<file path="src/rtl/sap1_datapath.sv">
// sap1_datapath: SAP-1 datapath executing control-word register transfers over one 8-bit bus
module sap1_datapath #(
  parameter int    DATA_W   = 8,
  parameter int    ADDR_W   = 4,
  parameter string RAM_INIT = ""
) (
  input  logic              clk,
  input  logic              rst,
  input  logic [15:0]       ctrl,
  input  logic              prog_we,
  input  logic [ADDR_W-1:0] prog_addr,
  input  logic [DATA_W-1:0] prog_data,
  output logic [3:0]        opcode,
  output logic              flag_c,
  output logic              flag_z,
  output logic [DATA_W-1:0] out_data,
  output logic              out_valid,
  output logic              halted,
  output logic              bus_err,
  output logic [DATA_W-1:0] bus_mon
);
  logic fi, j, co, ce, oi, bi, su, eo, ai, ao, ii, io, ri, ro, mi, hlt;
  logic [ADDR_W-1:0] pc, mar;
  logic [DATA_W-1:0] ir, a, b, bus;
  logic [DATA_W-1:0] mem [2**ADDR_W];
  logic [DATA_W:0]   res9;
  logic              conflict, act;
  assign {fi, j, co, ce, oi, bi, su, eo, ai, ao, ii, io, ri, ro, mi, hlt} = ctrl;
  assign res9 = {1'b0, a} + {1'b0, su ? ~b : b} + {{DATA_W{1'b0}}, su};
  assign conflict = !$onehot0({co, ao, eo, io, ro});
  assign act = !halted && !conflict;
  always_comb
    bus = conflict ? '0 :
          ({DATA_W{co}} & {{(DATA_W-ADDR_W){1'b0}}, pc}) |
          ({DATA_W{ao}} & a) |
          ({DATA_W{eo}} & res9[DATA_W-1:0]) |
          ({DATA_W{io}} & {{(DATA_W-ADDR_W){1'b0}}, ir[ADDR_W-1:0]}) |
          ({DATA_W{ro}} & mem[mar]);
  assign bus_mon = bus;
  assign opcode = ir[DATA_W-1:DATA_W-4];
  always_ff @(posedge clk or posedge rst)
    if (rst) begin
      pc <= '0;
      mar <= '0;
      ir <= '0;
      a <= '0;
      b <= '0;
      flag_c <= 1'b0;
      flag_z <= 1'b0;
      out_data <= '0;
      out_valid <= 1'b0;
      halted <= 1'b0;
      bus_err <= 1'b0;
    end else begin
      out_valid <= act && oi;
      bus_err <= !halted && conflict;
      if (act) begin
        if (mi) mar <= bus[ADDR_W-1:0];
        if (ii) ir <= bus;
        if (ai) a <= bus;
        if (bi) b <= bus;
        if (oi) out_data <= bus;
        if (fi) begin
          flag_c <= res9[DATA_W];
          flag_z <= res9[DATA_W-1:0] == '0;
        end
        if (j) pc <= bus[ADDR_W-1:0];
        else if (ce) pc <= pc + ADDR_W'(1);
        if (hlt) halted <= 1'b1;
      end
    end
  always_ff @(posedge clk)
    if (prog_we) mem[prog_addr] <= prog_data;
    else if (act && ri && !rst) mem[mar] <= bus;
endmodule

</file>
<file path="config.mk">
export PLATFORM = sky130hd
export DESIGN_NAME = sap1_datapath
export DESIGN_NICKNAME = d
export VERILOG_FILES = /design/src/rtl/sap1_datapath.sv
export SDC_FILE = /design/constraint.sdc
export NUM_CORES = 1
export LEC_CHECK = 0
export BUFFER_PORTS_ARGS = -buffer_cell sky130_fd_sc_hd__buf_4
export CORE_ASPECT_RATIO = 1.5
export CORE_MARGIN = 3
export CORE_UTILIZATION = 54
export DETAILED_ROUTE_END_ITERATION = 10
export HOLD_SLACK_MARGIN = 0.1
export PLACE_DENSITY = 0.75
export SLEW_MARGIN = 0
export SYNTH_ARGS = -nofsm -noshare
export SYNTH_HDL_FRONTEND = slang
export SYNTH_SLANG_ARGS = --single-unit
export TNS_END_PERCENT = 20
</file>
<file path="constraint.sdc">
create_clock -name clk -period 2.75 [get_ports clk]
set_input_delay 0.1375 -clock clk [delete_from_list [all_inputs] [get_ports clk]]
set_output_delay 0.1375 -clock clk [all_outputs]
set_load 0.02 [all_outputs]
</file>
==> flow_summary.json, run 1 <==
{
  "fin_ws_ns": -0.0948,
  "gp_congestion": 0.922,
  "tightest_slew_ns": 1.19,
  "worstPathRequired_ns": 2.61,
  "cp-endpoint": "bus_mon[3]",
  "drc": 0,
  "die_w_um": 104,
  "synth_warnings": 0,
  "path_class": "reg -> out",
  "portBuffers": 55,
  "gr-total-overflow": 0,
  "synth_area_sq_um": 7770,
  "yosysMostFrequentCell": "edfxtp_1",
  "timing.rr.start": "mar[0]",
  "cts_root_buffer": "clkbuf_16",
  "grt_max_degree": 46,
  "cts_buffers": 17,
  "synth_top_area_share_pct": 49.5,
  "fmax_mhz": 352,
  "fp.dieArea_sq_um": 15900,
  "nets": 745,
  "reg2regPathDepth": 5,
  "cp-start-kind": "flop",
  "setup_tns_ns": -0.725,
  "syn_to_final_growth_pct": 33.9,
  "cts_sinks": 173,
  "synth_edf_count": 128,
  "grt_pass1_vias": 5570,
  "synth_common_cells": "128 x edfxtp_1, 66 x nand2_1, 45 x dfrtp_1",
  "antenna_cells": 0,
  "violations": "negative setup slack",
  "antenna_found_initial": 0,
  "detail-route-antenna-nets": 0,
  "slew_headroom_pct": 20.3,
  "rsz0062_at_grt": "true",
  "synth_area_per_cell_sq_um": 14.0,
  "grt_pass1_wl_um": 32300,
  "grtUsageTotal_pct": 27.2,
  "ys.flop_type": "edfxtp_1",
  "min_path_type": "in -> reg",
  "rows": 53,
  "end_kind": "output port",
  "ioPinCount": 56,
  "slew_violations": 0,
  "syn_nets": 599,
  "async_flop_share_pct": 26.0,
  "wl_um": 21600,
  "setup_viol": 23,
  "dp.cells": 830,
  "drv_cap": 0,
  "drt-initial-drc-count": 563,
  "cellPowerDensity_nw_per_um2": 665,
  "fillers": 821,
  "final_layout_size_suffix_gt1_share_pct": 41.8,
  "synthDistinctLibCells": 61,
  "regToRegSetupSlack_ns": 0,
  "hpwl_um": 14200,
  "synth_compound_area_share_pct": 10.1,
  "cp.arrival_ns": 2.71,
  "period_share_pct": 103,
  "viasPerCell": 6.11,
  "clock_skew_ns": 0.0146,
  "synth_xor_area_share_pct": 1.35,
  "synth-seq-cells": 173,
  "vias": 5544,
  "path_clk_slew_ns": 0.07,
  "start_util_pct": 55.3,
  "reg2reg_to": "mem[15][0]",
  "status": "finished with violations",
  "core_area_sq_um": 14100,
  "cp_max_fo": 7,
  "routedWlPerCell_um": 23.8,
  "die_h_um": 153,
  "synth-simple-area-share_pct": 8.74,
  "hold_viol": 0,
  "clkLatencyLatePin_ns": 0.43,
  "critPathLaunch": "mar[0]",
  "dr.pass1.iters": 5,
  "htreeDepth": 4,
  "yosys.area.top_type": "edfxtp_1",
  "synth_top_family_by_area": "multiplexers",
  "fin_crit_ns": 2.84,
  "final_cells": 907,
  "synth_fa_ha_area_share_pct": 2.22,
  "clock_path_buffers": 2,
  "ir_worst_vdd_mv": 0.379,
  "synth_area_leaders": "edfxtp_1 49%, dfrtp_1 14%, mux4_2 6.1%",
  "yosysSeqAreaShare_pct": 64.0,
  "synthCells": 556,
  "cts_tree": "built",
  "power_leakage_uw": 0.00392,
  "synth.area.mux_share_pct": 10.9
}
[cell usage in the layout (no fill, tap or decap), types with 3 or more instances in the layout]
cell | Yosys | routed
nor2_1 | 39 | 20
a222oi_1 | 3 | 3
edfxtp_1 | 128 | 128
a21oi_1 | 15 | 11
o22ai_2 | 0 | 3
nand2_1 | 66 | 66
nor2_4 | 0 | 13
xnor2_1 | 3 | 3
nand3_1 | 3 | 3
nor3_1 | 7 | 4
and3_1 | 3 | 3
ha_1 | 9 | 8
o21ai_1 | 3 | 4
buf_6 | 3 | 15
dfrtp_1 | 45 | 42
nor2b_1 | 4 | 3
inv_8 | 0 | 3
o31ai_2 | 1 | 3
inv_6 | 0 | 4
a21o_1 | 4 | 4
xor2_1 | 9 | 8
o21ai_0 | 40 | 34
inv_1 | 14 | 12
a21oi_2 | 1 | 4
nand4_1 | 3 | 3
o221ai_1 | 4 | 3
nand2b_1 | 8 | 8
a31oi_4 | 0 | 7
buf_4 | 6 | 115
dlygate4sd3_1 | 0 | 8
clkbuf_16 | 0 | 17
buf_12 | 0 | 15
mux2_2 | 20 | 20
mux4_2 | 21 | 22
clkinv_8 | 0 | 7
mux2i_1 | 8 | 4
nor2_2 | 0 | 6
o21ai_2 | 1 | 5
o22ai_1 | 11 | 8
[through the flow]
stage / hold slack (ns) / power, uW / utilization, % / worst slack (ns) / cell area, sq um
detailed placement: 0.341 / 4180 / 64.8 / -0.460 / 9110
global placement: 0.337 / 4160 / 64.8 / -0.357 / 9110
global route: 0.177 / 7130 / 74.0 / -0.211 / 10400
floorplan: 0.251 / 3700 / - / -0.0162 / 8030
CTS: 0.121 / 6740 / 71.9 / -0.100 / 10100
finish: 0.143 / 6910 / 74.0 / -0.0948 / 10400
[area by class of cell]
| class | count | area (sq um) | share of cell area (%) |
|---|---|---|---|
| Inverter | 14 | 52.6 | 0.505 |
| Timing Repair Buffer | 155 | 1460 | 14.0 |
| Clock inverter | 15 | 191 | 1.84 |
| Clock buffer | 17 | 425 | 4.09 |
| Sequential cell | 173 | 4980 | 47.8 |
| Multi-Input combinational cell | 341 | 3060 | 29.4 |
| Tap cell | 192 | 240 | 2.31 |
[critical path, stage by stage, from the launching register on]
cell and delay, ns:
dfrtp_4 0.55, buf_4 0.16, buf_6 0.12, mux4_2 0.41, mux2i_1 0.20, o21ai_2 0.12, a221oi_4 0.36, buf_6 0.15
nor2_1 0.04, buf_4 0.16
[kinds of logic after synthesis]
| family | after synthesis |
|---|---|
| buf+inv | 42 |
| mux | 52 |
| simple gates | 149 |
| compound gates | 116 |
| flops | 173 |
| fa+ha+maj | 12 |
| xor+xnor | 12 |
[repair_timing]
item                                    4_1_cts  5_1_grt
endpoints found under the setup margin       64      175
gates cloned                                  1        0
pin swaps                                    10       23
buffers inserted                             20       19
gates resized for setup                      24       37
hold buffers                                  8        0
hold endpoints to repair                     55        0
[layer usage]
| metal | share of wire [%] | GRT usage (%) |
|---|---|---|
| met4 | 4.9 | 12.0 |
| met2 | 52 | 47.6 |
| met3 | 6.7 | 4.99 |
| met1 | 36 | 32.8 |
| met5 | 0 | 0 |
[flip-flops by register name, indices dropped and copies added (netlist names)]
signal and flops:
a 8, b 8, bus_err 1, flag_c 1, flag_z 1, halted 1, ir 8, mar 4
mem 128, out_data 8, out_valid 1, pc 4
[power breakdown]
group / switching, uW / internal, uW
sequential: 80.8 / 2900
combinational: 789 / 706
clock: 1200 / 1240
total: 2070 / 4850
[how the worst min path moves through the flow]
| stage | to | startpoint | slack, ns | depth (start not counted) |
|---|---|---|---|---|
| finish | mar[0] | ctrl[1] | 0.14 | 4 |
| global route | mar[2] | ctrl[1] | 0.18 | 3 |
| CTS | mar[2] | ctrl[1] | 0.12 | 4 |
| detailed placement | halted | ctrl[0] | 0.34 | 3 |
| global placement | halted | ctrl[0] | 0.34 | 3 |
| floorplan | halted | ctrl[0] | 0.25 | 2 |
(Power assumes the default switching activity.)
==> run 2: changes to the inputs <==
--- a/config.mk
+++ b/config.mk
@@ -8,10 +8,10 @@
 export BUFFER_PORTS_ARGS = -buffer_cell sky130_fd_sc_hd__buf_4
 export CORE_ASPECT_RATIO = 1.5
 export CORE_MARGIN = 3
-export CORE_UTILIZATION = 54
+export CORE_UTILIZATION = 60
 export DETAILED_ROUTE_END_ITERATION = 10
 export HOLD_SLACK_MARGIN = 0.1
-export PLACE_DENSITY = 0.75
+export PLACE_DENSITY = 0.79
 export SLEW_MARGIN = 0
 export SYNTH_ARGS = -nofsm -noshare
 export SYNTH_HDL_FRONTEND = slang
==> constraint.sdc (replaced) <==
create_clock -name clk -period 3.2 [get_ports clk]
set_input_delay 0.16 -clock clk [delete_from_list [all_inputs] [get_ports clk]]
set_output_delay 0.16 -clock clk [all_outputs]
set_load 0.02 [all_outputs]
==> flow_summary.json, run 2 (synthesized netlist as in run 1, its figures left out) <==
{
  "stdcell_area_sq_um": 9220,
  "die_w_um": 98.9,
  "path_clk_slew_ns": 0.07,
  "min_path_type": "in -> reg",
  "rsz0062_at_grt": "true",
  "power_leakage_uw": 0.00348,
  "gr-total-overflow": 0,
  "internal_power_uw": 4050,
  "clkLatencyLatePin_ns": 0.42,
  "antenna_cells": 0,
  "tightest_slew_ns": 0.924,
  "mostFrequentLayoutCells": "128 x edfxtp_1, 88 x buf_4, 66 x nand2_1, 44 x dfrtp_1, 40 x o21ai_0",
  "violations": "negative setup slack",
  "cellPowerDensity_nw_per_um2": 600,
  "clock_skew_ns": 0.0157,
  "routedWlPerCell_um": 24.3,
  "final_layout_size_suffix_gt1_share_pct": 28.6,
  "cpMaxStageDelayCell": "nor2_1",
  "cp.arrival_ns": 3.31,
  "seq_power_share_pct": 46.5,
  "dr.pass1.iters": 5,
  "nets": 689,
  "antenna_found_initial": 0,
  "grtUsageTotal_pct": 28.9,
  "setup_viol": 24,
  "grt_pass1_vias": 5411,
  "portBuffers": 55,
  "cts_tree": "built",
  "drt-initial-drc-count": 324,
  "slew_violations": 0,
  "hpwl_um": 13900,
  "p_sw_share_pct": 26.7,
  "dp.cells": 776,
  "path_class": "in -> reg",
  "clkPwrFrac_pct": 36.8,
  "final_cells": 814,
  "fin_crit_ns": 3.26,
  "regArea_sq_um": 4970,
  "wl_um": 19800,
  "die_h_um": 145,
  "cpPeakStageDelay_ns": 0.62,
  "fmax_mhz": 307,
  "cp_cell_sequence": "buf_4 > fa_1 > fa_1 > ha_1 > or3b_2 > a21oi_2 > and2_1 > a31oi_1 > nor2_1",
  "drv_cap": 0,
  "end_kind": "flop",
  "fin_total_pwr_uw": 5530,
  "gp_congestion": 0.978,
  "cts_buffers": 17,
  "drc": 0,
  "cp_max_fo": 8,
  "period_share_pct": 102,
  "viasPerCell": 6.38,
  "ioPinCount": 56,
  "multi_input_area_sq_um": 2630,
  "core_area_sq_um": 12600,
  "cts_root_buffer": "clkbuf_16",
  "htreeDepth": 4,
  "final_common_cell": "edfxtp_1",
  "slew_headroom_pct": 38.3,
  "syn_to_final_growth_pct": 18.7,
  "grt_pass1_wl_um": 31000,
  "detail-route-antenna-nets": 0,
  "worstPathRequired_ns": 3.25,
  "combPwrFrac_pct": 16.7,
  "grt_max_degree": 46,
  "switching_power_uw": 1480,
  "clock_path_buffers": 2,
  "cts_sinks": 173,
  "fin_ws_ns": -0.0609,
  "fillers": 813,
  "fp.dieArea_sq_um": 14400,
  "hold_viol": 0,
  "vias": 5194,
  "cp-start-kind": "primary input",
  "placed_cell_area_sq_um": 8520,
  "cp_common_cell": "fa_1",
  "largest_register_ffs": 128,
  "top_register": "mem",
  "cts_setup_buffers": 0,
  "rows": 50,
  "start_util_pct": 61.8,
  "status": "finished with violations",
  "ir_worst_vdd_mv": 0.409
}
[run 2: cell types whose count changed in the layout (fill, tap and decap cells not counted), moves of 7 or more]
cell,delta
buf_4,-27
buf_12,-13
buf_6,-13
nor2_4,-13
nor2_1,+11
a31oi_1,+7
a31oi_4,-7
clkinv_8,-7
[run 2: layer usage]
metal  track usage, %  share of wire (%)  up-vias
li1                 -                  -     2288
met5                0                  0        -
met4             15.4                5.7        0
met1             33.5                 35     2575
met3             6.28                6.8       60
met2             49.6                 52      271
[run 2: area by class of cell]
cell class              instances  area share [%]
well taps                     156            2.12
flip-flops and latches        173            53.9
multi-input cells             341            28.5
clock buffers                  18            4.65
inverters                      14           0.570
clock inverters                13            1.65
repair buffers                 99            8.60
[run 2: path summary, 6_finish.rpt]
| path | startpoint | to | slack [ns] | depth (start not counted) |
|---|---|---|---|---|
| setup / recovery | ctrl[2] | mem[13][1] | -0.06 | 9 |
| hold / removal | ctrl[12] | pc[0] | 0.14 | 5 |
| setup reg to reg | mar[0] | mem[7][0] | 0.47 | 6 |
| hold reg to reg | out_data[4] | out_data[4] | 0.48 | 2 |
| max in group asynchronous | rst | mar[0] | 2.00 | 3 |
| min in group asynchronous | rst | out_data[7] | 0.52 | 3 |
[run 2: per-stage QoR]
stage          setup TNS (ns)  util (%)  worst slack, ns  hold slack, ns
6_report               -0.917      73.4          -0.0609           0.141
3_3_place_gp           -24.09      67.8           -0.248           0.362
5_1_grt                -12.03      73.4           -0.212           0.196
4_1_cts                     0      73.0           0.0208           0.137
3_5_place_dp           -39.71      67.8           -0.410           0.371
2_1_floorplan           -6.63         -          -0.0829           0.274
[run 2: power by group through the flow]
stage | Combinational (uW) | Sequential (uW) | Clock (uW)
finish | 923 | 2570 | 2040
global route | 994 | 2580 | 2140
CTS | 906 | 2570 | 2040
detailed placement | 887 | 2610 | 0
global placement | 872 | 2610 | 0
floorplan | 561 | 2590 | 0
[run 2: what timing repair did]
item,CTS,global route
gates resized for setup,2,12
hold endpoints to repair,53,0
setup endpoints to repair,1,130
hold buffers,7,0
cloned,0,0
[run 2: worst max-delay path: cells and delay by family]
family	cells	cell delay [ns]
simple gates	3	1.38
buf+inv	1	0.12
compound gates	2	0.42
fa+ha+maj	3	1.23
==> run 3: changes to the inputs <==
--- a/config.mk
+++ b/config.mk
@@ -6,12 +6,14 @@
 export NUM_CORES = 1
 export LEC_CHECK = 0
 export BUFFER_PORTS_ARGS = -buffer_cell sky130_fd_sc_hd__buf_4
+export CELL_PAD_IN_SITES_DETAIL_PLACEMENT = 0
+export CELL_PAD_IN_SITES_GLOBAL_PLACEMENT = 1
 export CORE_ASPECT_RATIO = 1.5
 export CORE_MARGIN = 3
-export CORE_UTILIZATION = 60
+export CORE_UTILIZATION = 50
 export DETAILED_ROUTE_END_ITERATION = 10
 export HOLD_SLACK_MARGIN = 0.1
-export PLACE_DENSITY = 0.79
+export PLACE_DENSITY_LB_ADDON = 0.1
 export SLEW_MARGIN = 0
 export SYNTH_ARGS = -nofsm -noshare
 export SYNTH_HDL_FRONTEND = slang
==> flow_summary.json, run 3 (synthesized netlist as in run 1, its figures left out) <==
{
  "status": "completed",
  "portBuffers": 55,
  "hpwl_um": 13900,
  "cellPowerDensity_nw_per_um2": 568,
  "nets": 715,
  "final_layout_size_suffix_gt1_share_pct": 30.1,
  "top_register": "mem",
  "critPathTopFamily": "simple AND/OR/NAND/NOR gates",
  "clkPwrFrac_pct": 34.7,
  "cts_sinks": 173,
  "cts_root_buffer": "clkbuf_16",
  "ioPinCount": 56,
  "switching_power_uw": 1450,
  "fin_total_pwr_uw": 5340,
  "antenna_found_initial": 0,
  "p_sw_share_pct": 27.1,
  "crit_buf_inv": 1,
  "gp_congestion": 0.867,
  "fmax_mhz": 327,
  "grtUsageTotal_pct": 23.4,
  "mostFrequentLayoutCells": "128 x edfxtp_1, 115 x buf_4, 66 x nand2_1, 44 x dfrtp_1, 40 x o21ai_0",
  "htreeDepth": 4,
  "cpMaxStageDelayCell": "nor2_1",
  "final_common_cell": "edfxtp_1",
  "min_path_type": "in -> reg",
  "cp-start-kind": "primary input",
  "dr.pass1.iters": 6,
  "seq_power_share_pct": 48.0,
  "drv_cap": 0,
  "fin_crit_ns": 3.06,
  "antenna_cells": 0,
  "fp.dieArea_sq_um": 17100,
  "die_h_um": 159,
  "path_clk_slew_ns": 0.06,
  "grt_max_degree": 46,
  "internal_power_uw": 3900,
  "cts_setup_buffers": 0,
  "combPwrFrac_pct": 17.3,
  "path_class": "in -> reg",
  "worstPathRequired_ns": 3.26,
  "cpPeakStageDelay_ns": 0.56,
  "die_w_um": 108,
  "regToRegSetupSlack_ns": 0.56,
  "grt_pass1_vias": 5116,
  "largest_register_ffs": 128,
  "wl_um": 19000,
  "setup_viol": 0,
  "ir_worst_vdd_mv": 0.329,
  "cts_buffers": 17,
  "detail-route-antenna-nets": 0,
  "cp_max_fo": 8,
  "clock_path_buffers": 2,
  "dpl_worst_slack_ns": -0.261,
  "viasPerCell": 5.66,
  "end_kind": "flop",
  "slew_violations": 0,
  "period_share_pct": 95.7,
  "clkLatencyLatePin_ns": 0.43,
  "syn_to_final_growth_pct": 21.0,
  "cp.arrival_ns": 3.12,
  "routedWlPerCell_um": 21.5,
  "drc": 0,
  "start_util_pct": 51.3,
  "cp_cell_sequence": "buf_4 > fa_1 > fa_1 > ha_1 > or3b_2 > a21oi_2 > and2_1 > a31oi_1 > nor2_1",
  "slew_headroom_pct": 34.7,
  "vias": 4997,
  "hold_viol": 0,
  "cts_tree": "built",
  "fin_ws_ns": 0.138,
  "tightest_slew_ns": 0.977,
  "core_area_sq_um": 15100,
  "grt_pass1_wl_um": 29000,
  "power_leakage_uw": 0.00360,
  "gr-total-overflow": 0,
  "cp_common_cell": "fa_1",
  "drt-initial-drc-count": 407,
  "rows": 55,
  "clock_skew_ns": 0.00655
}
[run 3: changes by cell type in the layout (fill, tap and decap cells not counted), moves of 2 or more]
cell | before | now
nor2_2 | 8 | 0
mux2i_2 | 0 | 2
buf_4 | 88 | 115
clkinv_4 | 3 | 6
bufinv_16 | 2 | 0
inv_6 | 5 | 1
buf_6 | 2 | 0
nor2_1 | 31 | 39
[run 3: power by group through the flow]
stage | Sequential, uW | Combinational (uW) | Clock [uW]
floorplan | 2590 | 561 | 0
global placement | 2610 | 907 | 0
detailed placement | 2610 | 914 | 0
CTS | 2560 | 926 | 1880
global route | 2570 | 1010 | 1970
finish | 2560 | 927 | 1850
[run 3: what timing repair did]
action,in CTS,in global routing
gates resized for setup,0,4
endpoints found under the hold margin,53,0
hold buffers,7,0
endpoints found under the setup margin,0,12
[run 3: final cells by class]
type | instances | area [sq um]
Fill cell | 1201 | 5740
Sequential cell | 173 | 4970
Multi-Input combinational cell | 341 | 2600
Timing Repair Buffer | 125 | 993
Clock buffer | 19 | 433
Tap cell | 199 | 249
Clock inverter | 12 | 93.8
Inverter | 14 | 52.6
[run 3: final timing paths]
path                              from          end  cells after the start
max in group asynchronous          rst       mar[0]                      3
min in group asynchronous          rst         b[2]                      3
setup / recovery               ctrl[2]    mem[6][4]                      9
hold / removal                ctrl[12]        pc[0]                      5
hold reg to reg            out_data[1]  out_data[1]                      2
setup reg to reg                  b[0]   mem[11][6]                      8
[run 3: stage by stage]
step | hold slack, ns | setup TNS, ns | cell area, sq um | util (%) | std cells
floorplan | 0.274 | -6.63 | 7770 | - | 556
finish | 0.143 | 0 | 9400 | 62.1 | 883
global placement | 0.362 | -9.12 | 8790 | 58.0 | 845
CTS | 0.130 | 0 | 9380 | 62.0 | 883
global route | 0.160 | -0.00345 | 9400 | 62.1 | 883
detailed placement | 0.377 | -16.16 | 8790 | 58.0 | 845
[run 3: per-layer routing]
metal	vias to the layer above	part of all wire, %	track usage, %
li1	2340	-	-
met1	2511	39	27.6
met2	127	56	42.9
met3	19	4.0	4.62
met4	0	1.6	7.52
met5	-	0	0
[run 3: worst min-delay path, stage by stage]
cell,delay (ns)
buf_4,0.09
nand2_1,0.04
nor2_1,0.08
a21o_1,0.09
a21oi_1,0.06
